$ cat config.mk
export PLATFORM = sky130hd
export DESIGN_NAME = pc_stack_unit
export DESIGN_NICKNAME = d
export VERILOG_FILES = /design/src/rtl/pc_stack_unit_pkg.sv /design/src/rtl/pc_stack_unit_call_stack.sv /design/src/rtl/pc_stack_unit.sv
export SDC_FILE = /design/constraint.sdc
export NUM_CORES = 1
export LEC_CHECK = 0
export ABC_AREA = 0
export BUFFER_PORTS_ARGS = -buffer_cell sky130_fd_sc_hd__buf_4
export CAP_MARGIN = 10
export CORE_UTILIZATION = 40
export CTS_CLUSTER_DIAMETER = 200
export DETAILED_ROUTE_END_ITERATION = 10
export GPL_TIMING_DRIVEN = 0
export PLACE_DENSITY = 0.68
export RECOVER_POWER = 25
export REMOVE_ABC_BUFFERS = 1
export SLEW_MARGIN = 10
export SYNTH_ARGS = -nofsm -noshare
export SYNTH_HDL_FRONTEND = slang
export SYNTH_SLANG_ARGS = --single-unit
$ cat constraint.sdc
create_clock -name clk -period 4 [get_ports clk]
set_clock_uncertainty 0.15 [all_clocks]
set_input_delay 0.8 -clock clk [delete_from_list [all_inputs] [get_ports clk]]
set_output_delay 0.8 -clock clk [all_outputs]
set_load 0.02 [all_outputs]
$ cat src/rtl/pc_stack_unit_pkg.sv
// rtl/pc_stack_unit_pkg.sv - shared op encodings and control decode for the PC/stack unit
package pc_stack_unit_pkg;

  // Operation encodings shared with the control unit that issues them.
  typedef enum logic [1:0] {
    OP_INC  = 2'b00,
    OP_JUMP = 2'b01,
    OP_CALL = 2'b10,
    OP_RET  = 2'b11
  } op_t;

  // Where the next program counter value comes from.
  typedef enum logic [1:0] {
    PC_SRC_NEXT   = 2'b00,
    PC_SRC_TARGET = 2'b01,
    PC_SRC_RETURN = 2'b10
  } pc_src_t;

  // Per-cycle control bundle derived from the op and the stack state.
  typedef struct packed {
    logic    push;
    logic    pop;
    pc_src_t pc_src;
    logic    set_ovf;
    logic    set_unf;
  } ctrl_t;

  // A CALL into a full stack or a RET from an empty one degrades to an INC
  // and raises the matching sticky flag; the stack itself is never touched.
  function automatic ctrl_t decode_op(input op_t op, input logic full, input logic empty);
    ctrl_t c;
    c.push    = 1'b0;
    c.pop     = 1'b0;
    c.pc_src  = PC_SRC_NEXT;
    c.set_ovf = 1'b0;
    c.set_unf = 1'b0;
    case (op)
      OP_INC:  c.pc_src = PC_SRC_NEXT;
      OP_JUMP: c.pc_src = PC_SRC_TARGET;
      OP_CALL: begin
        if (full) begin
          c.set_ovf = 1'b1;
        end else begin
          c.push   = 1'b1;
          c.pc_src = PC_SRC_TARGET;
        end
      end
      OP_RET: begin
        if (empty) begin
          c.set_unf = 1'b1;
        end else begin
          c.pop    = 1'b1;
          c.pc_src = PC_SRC_RETURN;
        end
      end
      default: c.pc_src = PC_SRC_NEXT;
    endcase
    return c;
  endfunction

endpackage

$ cat src/rtl/pc_stack_unit_call_stack.sv
// rtl/pc_stack_unit_call_stack.sv - LIFO return-address stack with combinational top-of-stack read
module call_stack #(
  parameter int AW    = 10,
  parameter int DEPTH = 8,
  parameter int SPW   = $clog2(DEPTH + 1)
) (
  input  logic           clk,
  input  logic           reset,
  input  logic           push,
  input  logic           pop,
  input  logic [AW-1:0]  wdata,
  output logic [AW-1:0]  rdata,
  output logic [SPW-1:0] sp,
  output logic           full,
  output logic           empty
);

  localparam int IW = $clog2(DEPTH);
  localparam logic [SPW-1:0] SP_ONE = SPW'(1);
  localparam logic [SPW-1:0] SP_MAX = SPW'(DEPTH);

  // Entries are deliberately left unreset: nothing can read them until
  // they have been written, because sp starts at zero.
  logic [AW-1:0] mem [DEPTH];
  logic [IW-1:0] wr_idx;
  logic [IW-1:0] rd_idx;

  assign full   = (sp == SP_MAX);
  assign empty  = (sp == '0);
  assign wr_idx = IW'(sp);
  assign rd_idx = IW'(sp - SP_ONE);

  // Top of stack is entry sp-1; report zero when nothing is stacked.
  assign rdata = empty ? '0 : mem[rd_idx];

  // Occupancy counter; the caller never asserts push and pop together.
  always_ff @(posedge clk or posedge reset) begin
    if (reset) begin
      sp <= '0;
    end else if (push && !full) begin
      sp <= sp + SP_ONE;
    end else if (pop && !empty) begin
      sp <= sp - SP_ONE;
    end
  end

  // Storage write at the current occupancy slot.
  always_ff @(posedge clk) begin
    if (push && !full) begin
      mem[wr_idx] <= wdata;
    end
  end

endmodule

$ cat src/rtl/pc_stack_unit.sv
// rtl/pc_stack_unit.sv - program counter with call/return stack and sticky overflow/underflow flags
module pc_stack_unit
  import pc_stack_unit_pkg::*;
#(
  parameter int AW    = 10,
  parameter int DEPTH = 8,
  parameter int SPW   = $clog2(DEPTH + 1)
) (
  input  logic           clk,
  input  logic           reset,
  input  logic           en,
  input  logic [1:0]     op,
  input  logic [AW-1:0]  target,
  output logic [AW-1:0]  pc,
  output logic [SPW-1:0] sp,
  output logic           empty,
  output logic           full,
  output logic           ovf,
  output logic           unf
);

  logic [AW-1:0] pc_next;
  logic [AW-1:0] pc_load;
  logic [AW-1:0] ret_addr;
  ctrl_t         ctrl;

  // Sequential PC, wrapping silently at the top of the address space.
  assign pc_next = pc + AW'(1);

  // Decode is gated by en so a stall leaves the stack untouched.
  always_comb begin
    ctrl = '0;
    if (en) begin
      ctrl = decode_op(op_t'(op), full, empty);
    end
  end

  // Select the value the PC takes on the next enabled edge.
  always_comb begin
    pc_load = pc_next;
    case (ctrl.pc_src)
      PC_SRC_NEXT:   pc_load = pc_next;
      PC_SRC_TARGET: pc_load = target;
      PC_SRC_RETURN: pc_load = ret_addr;
      default:       pc_load = pc_next;
    endcase
  end

  // Program counter register; only registered state reaches pc.
  always_ff @(posedge clk or posedge reset) begin
    if (reset) begin
      pc <= '0;
    end else if (en) begin
      pc <= pc_load;
    end
  end

  // Sticky error flags, cleared only by reset.
  always_ff @(posedge clk or posedge reset) begin
    if (reset) begin
      ovf <= 1'b0;
      unf <= 1'b0;
    end else begin
      if (ctrl.set_ovf) ovf <= 1'b1;
      if (ctrl.set_unf) unf <= 1'b1;
    end
  end

  call_stack #(
    .AW   (AW),
    .DEPTH(DEPTH),
    .SPW  (SPW)
  ) u_call_stack (
    .clk  (clk),
    .reset(reset),
    .push (ctrl.push),
    .pop  (ctrl.pop),
    .wdata(pc_next),
    .rdata(ret_addr),
    .sp   (sp),
    .full (full),
    .empty(empty)
  );

endmodule

# After elaboration in Yosys (flattened, before gate mapping)
# Memories as Yosys holds them, arrays and structs flattened.
# Index checks and enable logic that the tools add are counted.
# Widths: inputs -> output; s select.
dict set report op_classes {
  addsub 3
  n_eq_ne 6
  muxes 17
  reduce_logical 7
}
# cell count
set ops {}
lappend ops {{$pmux 10 s2} 1}
lappend ops {{$add 10x1->10 const B} 1}
lappend ops {{$mux 1} 10}
lappend ops {{$mux 10} 1}
lappend ops {{$mux 4} 2}
lappend ops {{$pmux 2 s4} 1}
lappend ops {{$eq 2x2->1 const B} 3}
lappend ops {{$mux 6} 1}
lappend ops {{$add 4x1->4 const B} 1}
lappend ops {{$eq 2x1->1 const B} 2}
lappend ops {{$eq 4x4->1 const B} 1}
lappend ops {{$logic_not 4->1} 1}
lappend ops {{$sub 4x1->4 const B} 1}
lappend ops {{$mux 3} 1}
lappend ops {{$logic_and 1x1->1} 2}
lappend ops {{$logic_not 1->1} 2}
lappend ops {{$logic_not 2->1} 1}
lappend ops {{$reduce_bool 2->1} 1}
dict set report totals {
  register_bits 16
  ram_bits 80
  inputBits 15
  out_inout_bits 18
  word_cells 38
  mem_count 1
}
# name words width rd rd_clocked_by_memory_dff write_ports line_no
set mem_list {}
lappend mem_list {u_call_stack.mem 8 10 1 0 1 pc_stack_unit_call_stack.sv:24} ;# logic [AW-1:0] mem [DEPTH];

# Depth between registers and ports, before layout
dict set report logic_depth {
  ltp_word 7
  ltp_mapped 12
}

# Hierarchy
# Synthesis repeated with hierarchy kept, for this count alone.
dict set report unflattened {
  hier_cells 303
  hier_area_um2 4430.5
}
# mod n_inst cells_each area_each_um2
set by_module_without_submodules {}
lappend by_module_without_submodules {call_stack 1 193 3474.6}
lappend by_module_without_submodules {pc_stack_unit 1 110 955.9}

# Worst setup path before layout
# OpenSTA, ideal clock, no wires.
dict set report synth_path {
  path_type {register to register}
  from {reg u_call_stack.sp[0]}
  to {reg pc[3]}
  setup_ns 0.123
  arrival_time_ns 2.738
  t_required_ns 3.727
  slack_ns 0.989
  stages_incl_launch_ff 13
  n_path_buf 1
  period_less_slack_ns 3.011
  path_cell_list {dfrtp_1 inv_2 ha_1 nand3b_1 inv_1 nor3b_1 o21a_1 ha_1 clkbuf_1 nand2b_1 a21oi_1 o21ai_1 o221a_2}
}
dict set report synth_between {
  elab_chain_len 6
  elab_cells_between_ends 12
  cone_classes {add/sub (1); eq/ne (3); mux (6); reduce/logical (1); memory (1)}
}
# item line_no
set synth_rtl {}
lappend synth_rtl {{start: declaration} pc_stack_unit_call_stack.sv:13} ;# output logic [SPW-1:0] sp,
lappend synth_rtl {{start signal: assignment} pc_stack_unit_call_stack.sv:41} ;# sp <= sp + SP_ONE;
lappend synth_rtl {{start signal: assignment} pc_stack_unit_call_stack.sv:43} ;# sp <= sp - SP_ONE;
lappend synth_rtl {{$eq 4x4->1 *} pc_stack_unit_call_stack.sv:28} ;# assign full = (sp == SP_MAX);
lappend synth_rtl {{net full} pc_stack_unit.sv:17} ;# output logic full,
lappend synth_rtl {{$mux 1 *} pc_stack_unit_pkg.sv:41} ;# if (full) begin
lappend synth_rtl {{$pmux 2 s4 *} pc_stack_unit_pkg.sv:37} ;# case (op)
lappend synth_rtl {{$mux 6 *} pc_stack_unit.sv:33} ;# if (en) begin
lappend synth_rtl {{$eq 2x2->1 / $eq 2x1->1 (equally long branches)} pc_stack_unit.sv:41} ;# case (ctrl.pc_src)
lappend synth_rtl {{$pmux 10 s2 *} pc_stack_unit.sv:41}
lappend synth_rtl {{end signal: assignment} pc_stack_unit.sv:54} ;# pc <= pc_load;
lappend synth_rtl {{end: declaration} pc_stack_unit.sv:14} ;# output logic [AW-1:0] pc,
# Mark *: on every way through the listed nets, which the timed path passes. The rest lies on a longest branch.
# A chain may end at the register's enable or synchronous reset.

# Final worst setup path
dict set report layout_path {
  from {reg u_call_stack.sp[0]}
  to {reg pc[7]}
}
dict set report layout_between {
  elab_chain_len 6
  elab_cells_between_ends 12
  cone_classes {add/sub (1); eq/ne (3); mux (6); reduce/logical (1); memory (1)}
}
# item line_no
set layout_rtl {}
lappend layout_rtl {{parallel branches: the longest is 5 deep, another holds $mem_v2 8x10} -}
lappend layout_rtl {{$pmux 10 s2 *} pc_stack_unit.sv:41}
# Mark *: on every way between the ends.

==> results.toml <==
[outcome]
status = "completed"

[clocking]
h-tree-depth = 3
ctsHoldBuffers = 0
clk_path_buf_depth = 2
cts_buffers = 9
clock_sinks = 96
post_cts_resized = 0
cts_tree = "done"
clk_pin_slew_worst_paths_ns = 0.09
clkLatencyLatePin_ns = 0.35
cts_root_buffer = "clkbuf_8"
cts_setup_buffers = 0

[route]
wirelength_um = 9498
ant_nets = 0
drtIter0Drc = 268
vias = 2654
drtPass1Iterations = 5
drcViolationCount = 0
wl_per_cell_um = 20.25
avgViaCountPerCell = 5.659

[sta]
drv_slew = 0
setup_viol = 0
final_hold_viol_count = 0
finalCriticalPeriod_ns = 3.572
fin_tns_setup_ns = 0
slew-limit-headroom = 0.2663
post-route-period-util = 0.8930
timing.fmax_ghz = 0.2800
timing.hold.ws_ns = 0.3161
rsz0062_at_grt = "no"
fin_ws_ns = 0.4281
worst_slew_pin_slew_ns = 1.096

[critical_path]
criticalPathCategory = "reg -> reg"
critPathCaptureType = "flip-flop"
max_stage_delay_ns = 0.82
start_kind = "flip-flop"
crit_path_cell_trace = "inv_2, ha_2, or3b_1, nand4_1, ha_1, nand2_1, or3_1, o221a_2"
cp_num_buf_inv = 1
crit_path_top_delay_cell = "dfrtp_1"
cp_top_family = "simple AND/OR/NAND/NOR gates"
reg2reg_slack_ns = 0.43
crit_arrival_ns = 3.67
cp_max_fo = 16
required_ns = 4.10

[yosys]
synth_area_per_cell_um2 = 14.75
yosysUniqueCellTypes = 42
syn_inst = 288
synth.area.top_cells = "edfxtp_1 57%, dfrtp_1 9.4%, mux2i_1 6.8%, mux4_1 4.9%, a21oi_1 2.7%"
synth_top_area_share = 0.5657
yosys.area.top_type = "edfxtp_1"
syn_area_um2 = 4247
synth_seq_cells = 96
seq_area_frac_synth = 0.6600
yosys_warnings = 0

[floorplanning]
start_util = 0.4113
die_w_um = 105.0
core_region_area_um2 = 10320
dieArea_um2 = 11030
io_pins = 33
die_y_um = 105.0
core.rowCount = 37

[placed_design]
gp_congestion = 0.8004
dp_slack_ns = 0.2739
dpl_cell_area_um2 = 4710
dp_hpwl_um = 6586
numPortBuffers = 32
dp.cells = 452

[finish]
drive_gt1_frac = 0.1952
multiInputGateArea_um2 = 1381
finalNonFillerCells = 469
postLayoutCoreUtil = 0.4752
layout.nets = 348
design_area_um2 = 4906
antenna_cells = 0
fillerInstances = 900
syn2layout_area_growth_pct = 15.53
area.sequential_um2 = 2803

[global_routing]
antenna_found_initial = 0
grt_usage = 0.1810
grt_pass1_vias = 2630
grt-ovfl-total = 0
grt_max_degree = 22
grt_pass1_wl_um = 14760

[power]
p_leak_nw = 1.815
finalPower_mw = 3.670
ir_drop_v = 0.0003306
power_density_nw_per_um2 = 748.0

[job]
maxCapViolations = 0

[hold_path]
worstHoldPathType = "reg -> reg"
area by class of cell:
type | count | area share
clock inverters | 5 | 0.01352
multi-input cells | 170 | 0.2816
clock buffers | 11 | 0.02678
inverters | 12 | 0.009181
well taps | 136 | 0.03468
flip-flops and latches | 96 | 0.5713
repair buffers | 39 | 0.06299
metal layers:
layer / up-vias / wire length, µm / GRT usage
li1: 1197 / - / -
met1: 1330 / 4081 / 0.2527
met2: 105 / 4594 / 0.2829
met3: 22 / 629 / 0.02807
met4: 0 / 193 / 0.07445
met5: - / 0 / 0
where the power goes:
group | leakage (nW) | internal (mW) | total [mW] | switching (mW)
logic | 0.816 | 0.633 | 1.51 | 0.875
registers | 0.904 | 1.35 | 1.53 | 0.177
clock network | 0.0956 | 0.296 | 0.634 | 0.337
total | 1.82 | 2.28 | 3.67 | 1.39
worst reg2reg max path, delay by kind of cell (launching register included):
kind	cells	cell delay (ns)
AOI/OAI and AO/OA	1	0.12
buffers and inverters	1	0.28
DFF	1	0.82
adders and majority gates	2	0.92
and+or+nand+nor	4	1.17
final timing paths:
check / to / cells after the start / startpoint
worst max-delay path: pc[7] / 8 / u_call_stack.sp[0]
worst min-delay path: ovf / 1 / ovf
worst max register to register: pc[7] / 8 / u_call_stack.sp[0]
worst min register to register: ovf / 1 / ovf
max in group asynchronous: pc[1] / 2 / reset
min in group asynchronous: ovf / 2 / reset
logic make-up after synthesis:
family,synth area share
simple gates,0.07661
buf+inv,0.02210
compound gates,0.07955
fa+ha+maj,0.01473
xor+xnor,0.02917
flops,0.6600
mux,0.1179
placed cells by master, fill, tap and decap left out, types with 2 or more instances in the layout:
| cell type | n |
|---|---|
| nor2_1 | 11 |
| mux2i_1 | 29 |
| clkbuf_1 | 6 |
| o21ai_0 | 3 |
| dfrtp_1 | 16 |
| xnor2_1 | 6 |
| nor3_2 | 4 |
| ha_1 | 4 |
| clkbuf_8 | 9 |
| buf_6 | 5 |
| buf_4 | 28 |
| and3_1 | 2 |
| edfxtp_1 | 80 |
| inv_1 | 11 |
| a31oi_1 | 2 |
| nand2_1 | 14 |
| a21oi_1 | 23 |
| nand2b_1 | 2 |
| nand3_1 | 18 |
| clkinv_4 | 2 |
| a22oi_1 | 6 |
| mux4_1 | 8 |
| xor2_1 | 5 |
| o21ai_1 | 2 |
| o22ai_1 | 7 |
| o221a_2 | 3 |
state kept, by name (all words and copies together) (netlist names):
signal,count
unf,1
u_call_stack.sp,4
pc,10
u_call_stack.mem,80
ovf,1
Yosys cell counts:
library cell   n
o21a_1         1
inv_2          1
buf_2          3
nand3_1       18
nand3b_1       1
o31a_1         1
o22ai_1        7
a21o_1         1
inv_1         11
xnor2_1        6
and3_1         2
nor2_1        12
nand4b_4       1
xor2_1         5
a31o_2         1
a22oi_1        6
or2_4          1
nand2b_1       2
o211ai_1       1
buf_6          1
mux4_1         8
nor3b_1        1
a31oi_1        2
nor3_1         5
o21ai_1        2
nor4_1         2
or3_1          1
clkbuf_1       6
o22ai_2        1
nand2_1       14
o221a_2        3
ha_1           5
dfrtp_1       16
o21ai_0        3
mux2i_1       29
xor2_4         1
or3b_1         1
edfxtp_1      80
nor2b_1        1
nand4_1        1
a41o_1         1
a21oi_1       23
Note: power is estimated with default switching activity, not from simulation.
